[src/rtl/da_fir_serial_core.sv]
// Bit-serial distributed-arithmetic FIR sequencer: 4-tap delay line, MSB-first LUT
// addressing and shift-accumulate, valid/ready on both sides.
module da_fir_serial_core #(
  parameter  int DW = 8,
  parameter  int CW = 8,
  localparam int OW = DW + CW
) (
  input  logic          clk,
  input  logic          rst,
  input  logic          in_valid,
  input  logic [DW-1:0] in_data,
  output logic          in_ready,
  output logic [3:0]    lut_addr,
  input  logic [CW-1:0] lut_data,
  output logic          out_valid,
  output logic [OW-1:0] out_data,
  input  logic          out_ready
);
  localparam int KW = (DW > 1) ? $clog2(DW) : 1;

  typedef enum logic [1:0] {IDLE, SHIFT, DONE} state_t;

  state_t                state_q, state_d;
  logic [3:0][DW-1:0]    taps_q, taps_d;
  logic [KW-1:0]         k_q, k_d;
  logic signed [OW-1:0]  acc_q, acc_d;
  logic signed [OW-1:0]  out_data_q, out_data_d;
  logic                  out_valid_q, out_valid_d;
  logic signed [OW-1:0]  lut_ext;

  assign in_ready  = (state_q == IDLE);
  assign out_valid = out_valid_q;
  assign out_data  = out_data_q;
  assign lut_ext   = {{DW{lut_data[CW-1]}}, lut_data};

  always_comb begin
    lut_addr = 4'b0;
    if (state_q == SHIFT)
      for (int i = 0; i < 4; i++) lut_addr[i] = taps_q[i][k_q];
  end

  always_comb begin
    state_d     = state_q;
    taps_d      = taps_q;
    k_d         = k_q;
    acc_d       = acc_q;
    out_data_d  = out_data_q;
    out_valid_d = out_valid_q;
    case (state_q)
      IDLE: begin
        if (in_valid) begin
          taps_d  = {taps_q[2:0], in_data};
          k_d     = KW'(DW - 1);
          acc_d   = '0;
          state_d = SHIFT;
        end
      end
      SHIFT: begin
        // The sign bit carries negative weight in two's complement, hence -L.
        if (k_q == KW'(DW - 1)) acc_d = -lut_ext;
        else                    acc_d = (acc_q <<< 1) + lut_ext;
        if (k_q == '0) begin
          out_data_d  = acc_d;
          out_valid_d = 1'b1;
          state_d     = DONE;
        end else begin
          k_d = k_q - KW'(1);
        end
      end
      DONE: begin
        if (out_ready) begin
          out_valid_d = 1'b0;
          state_d     = IDLE;
        end
      end
      default: state_d = IDLE;
    endcase
  end

  always_ff @(posedge clk or posedge rst) begin
    if (rst) begin
      state_q     <= IDLE;
      taps_q      <= '0;
      k_q         <= '0;
      acc_q       <= '0;
      out_data_q  <= '0;
      out_valid_q <= 1'b0;
    end else begin
      state_q     <= state_d;
      taps_q      <= taps_d;
      k_q         <= k_d;
      acc_q       <= acc_d;
      out_data_q  <= out_data_d;
      out_valid_q <= out_valid_d;
    end
  end
endmodule

[config.mk]
export PLATFORM = sky130hd
export DESIGN_NAME = da_fir_serial_core
export DESIGN_NICKNAME = d
export VERILOG_FILES = /design/src/rtl/da_fir_serial_core.sv
export SDC_FILE = /design/constraint.sdc
export NUM_CORES = 1
export LEC_CHECK = 0
export CAP_MARGIN = 10
export CELL_PAD_IN_SITES_DETAIL_PLACEMENT = 1
export CELL_PAD_IN_SITES_GLOBAL_PLACEMENT = 1
export CORE_ASPECT_RATIO = 0.5
export CORE_MARGIN = 3
export CORE_UTILIZATION = 46
export CTS_CLUSTER_SIZE = 10
export DETAILED_ROUTE_END_ITERATION = 10
export GPL_TIMING_DRIVEN = 0
export HOLD_SLACK_MARGIN = 0.02
export MAX_ROUTING_LAYER = met4
export PLACE_DENSITY = 0.94
export SYNTH_ARGS = -nofsm -noshare
export SYNTH_HDL_FRONTEND = slang
export SYNTH_SLANG_ARGS = --single-unit
export TNS_END_PERCENT = 1
[constraint.sdc]
create_clock -name clk -period 6.9 [get_ports clk]
set_input_delay 1.38 -clock clk [delete_from_list [all_inputs] [get_ports clk]]
set_output_delay 1.38 -clock clk [all_outputs]
set_load 0.005 [all_outputs]
==> impl_metrics.csv <==
group,metric,value,unit
outcome,status,"finished clean",
global_routing,grt_max_degree,70,
synthesis,syn_avg_cell_area,8.79,sq um
layout,fill_cells,890,
clock_network,clk_path_buf_depth,2,
global_routing,groute.usage.overall,30.7,%
timing,hold_viol,0,
pwr,p_leak,2.16,nW
layout,diodes,0,
pwr,powerDensity,544,nW/um^2
clock_network,cts_buffers,9,
global_routing,grt_pass1_vias,3884,
critical_path,worstSetupPathType,"input pin to register",
critical_path,crit_family,"buffers and inverters",
placement,io_buffers,41,
synthesis,synth-main-ff-cell,"dfrtp_1",
synthesis,synth_fp_nets,475,
layout,most-common-layout-cells,"nand2_1 (133), dfrtp_1 (69), clkdlybuf4s50_1 (41)",
clock_network,postCtsHoldBufs,0,
layout,seqCellArea,1730,sq um
timing,fin_crit,4.12,ns
floorplanning,ioPinCount,42,
clock_network,cts-root-buf,"clkbuf_16",
floorplanning,die_h,70.5,um
min_path,min_to,"out_data[9]",
synthesis,synth-seq-cells,69,
timing,slew_headroom,43.2,%
floorplanning,dieArea,9510,sq um
clock_network,cts_setup_buffers,0,
global_routing,gr-total-overflow,0,
placement,pre_cts_slack,2.59,ns
critical_path,path_max_fanout,11,
synthesis,yosysUniqueCellTypes,47,
route,vias,3590,
timing,setup_tns,0,ns
floorplanning,rows,22,
min_path,min_from,"out_data[9]",
timing,hold_ws,0.502,ns
pwr,irDropWorstVdd,0.191,mV
critical_path,r2r_start,"acc_q[8]",
critical_path,crit_buf_inv,2,
timing,final_max_slew_viol_count,0,
clock_network,clock-sinks,69,
layout,multi_input_area,1950,sq um
min_path,hp-class,"register to register",
layout,drive_gt1_share,5.30,%
min_path,holdPathStages,2,
route,drt_iter0_drc,348,
clock_network,ctsResizeCount,0,
critical_path,cp_data_required_time,7.11,ns
critical_path,crit_slowest_cell,"clkdlybuf4s50_1",
layout,area_growth,21.1,%
timing,rsz0062_at_grt,"false",
floorplanning,start_util,49.8,%
synthesis,syn-instance-count,435,
critical_path,r2r_slack,4.29,ns
route,drc_errors,0,
clock_network,cts_tree,"built",
critical_path,slowest_delay,0.82,ns
route,wirelength,13500,um
global_routing,grt_first_pass_wirelength,21700,um
route,wl_per_cell,22.5,um
layout,finalNetCount,527,
critical_path,crit_arrival,4.32,ns
critical_path,start_kind,"input pin",
synthesis,synth.cell_area,3820,sq um
clock_network,clkLatencyLatePin,0.33,ns
global_routing,antenna_found_initial,0,
timing,clock.fmax,243,MHz
floorplanning,dieWidth,135,um
synthesis,yosysWarnings,0,
critical_path,critPathCaptureType,"register",
placement,place_hpwl,8590,um
run,cap_violations,0,
synthesis,synth_enable_flop_cells,0,
layout,final_common_cell,"nand2_1",
critical_path,path_cells,"clkdlybuf4s50_1 -> ha_1 -> clkbuf_1 -> a21oi_1 -> o21ai_0 -> a2111oi_2 -> o21bai_1 -> nor4b_1 -> or3_1",
route,viasPerCell,5.99,
timing,worstMarginPinSlew,0.852,ns
timing,fin_crit_sh,59.7,%
critical_path,rr_worst_depth,8,
clock_network,path_clk_slew,0.06,ns
critical_path,reg2reg_to,"acc_q[14]",
placement,place.gp.congestion,0.907,
route,ant_nets,0,
clock_network,htreeDepth,3,
timing,setup_violations,0,
synthesis,synth_async_sr_flop_share,100,%
timing,worst_slack,2.78,ns
floorplanning,core,7680,sq um
timing,fin_skew,0.00920,ns
layout,post-route-util,60.3,%
synthesis,ys_seq_area_share,45.2,%
route,dr.pass1.iters,5,
## worst reg2reg max path, stage by stage, from the launching register on
cell and delay [ns]:
dfrtp_1 0.41, ha_1 0.28, clkbuf_1 0.20, a21oi_1 0.26, o21ai_0 0.18, a2111oi_2 0.39
o21bai_1 0.20, nor4b_1 0.19, or3_1 0.38
## worst max-delay path by stage
stage	slack [ns]	start	end	cells past startpoint
2_1_floorplan	3.72	lut_data[7]	acc_q[14]	7
3_3_place_gp	2.61	rst	acc_q[11]	2
3_5_place_dp	2.59	lut_data[7]	acc_q[14]	9
4_1_cts	2.88	lut_data[7]	acc_q[14]	9
5_1_grt	2.64	lut_data[7]	acc_q[14]	9
6_report	2.78	lut_data[7]	acc_q[14]	9
## state kept, by name, indices dropped and copies added, names as in the netlist
name	flops
acc_q	15
out_data	16
state_q	2
out_valid	1
taps_q	32
k_q	3
## power by group
part / internal (W) / total (W) / switching, W
logic: 0.000539 / 0.00134 / 0.000801
clock network: 0.000250 / 0.000417 / 0.000167
registers: 0.000603 / 0.000764 / 0.000161
total: 0.00139 / 0.00252 / 0.00113
## cell type report
| class | instances | share of cell area, % |
|---|---|---|
| Multi-Input combinational cell | 326 | 42.0 |
| Tap cell | 108 | 2.92 |
| Clock inverter | 2 | 0.216 |
| Clock buffer | 13 | 5.40 |
| Timing Repair Buffer | 41 | 8.86 |
| Sequential cell | 69 | 37.3 |
| Inverter | 16 | 1.35 |
| Buffer | 24 | 1.97 |
## logic make-up after synthesis
logic type,synth area share [%]
AO/OA/AOI/OAI,14.6
XOR/XNOR,3.21
adder cells (fa/ha/maj),6.74
buffers and inverters,3.96
flip-flops,45.2
multiplexers,5.24
AND/OR/NAND/NOR,21.1
## metal layers
metal / wire length [um] / track usage [%] / vias to the layer above
li1: - / - / 1580
met1: 5570 / 35.9 / 1826
met2: 6720 / 52.9 / 140
met3: 666 / 4.82 / 44
met4: 527 / 13.3 / 0
met5: 0 / - / -
## cells in the mapped netlist (all sizes together) (2+ instances only)
library cell / number / area [sq um]
a21o: 6 / 45.0
xor2: 3 / 26.3
inv: 16 / 60.1
mux4: 8 / 180
nor3: 4 / 20.0
nor2b: 2 / 12.5
xnor2: 11 / 96.3
a21boi: 2 / 15.0
and3: 4 / 25.0
o211ai: 4 / 40.0
nand2b: 4 / 25.0
mux2i: 2 / 20.0
nand2: 133 / 499
a211oi: 3 / 27.5
o31a: 2 / 17.5
nor2: 15 / 56.3
a21oi: 24 / 120
o21ai: 38 / 190
ha: 19 / 238
nand3: 15 / 75.1
and2: 4 / 25.0
a31oi: 6 / 37.5
buf: 2 / 8.75
clkbuf: 22 / 82.6
dfrtp: 69 / 1730
## per-stage QoR
stage          cell area, sq um  total power, W  std cells
6_report                   4630         0.00252        599
5_1_grt                    4630         0.00267        599
4_1_cts                    4630         0.00249        599
3_5_place_dp               4370         0.00199        584
3_3_place_gp               4370         0.00188        584
2_1_floorplan              3820         0.00150        435
Power figures use the tool's default switching activity.
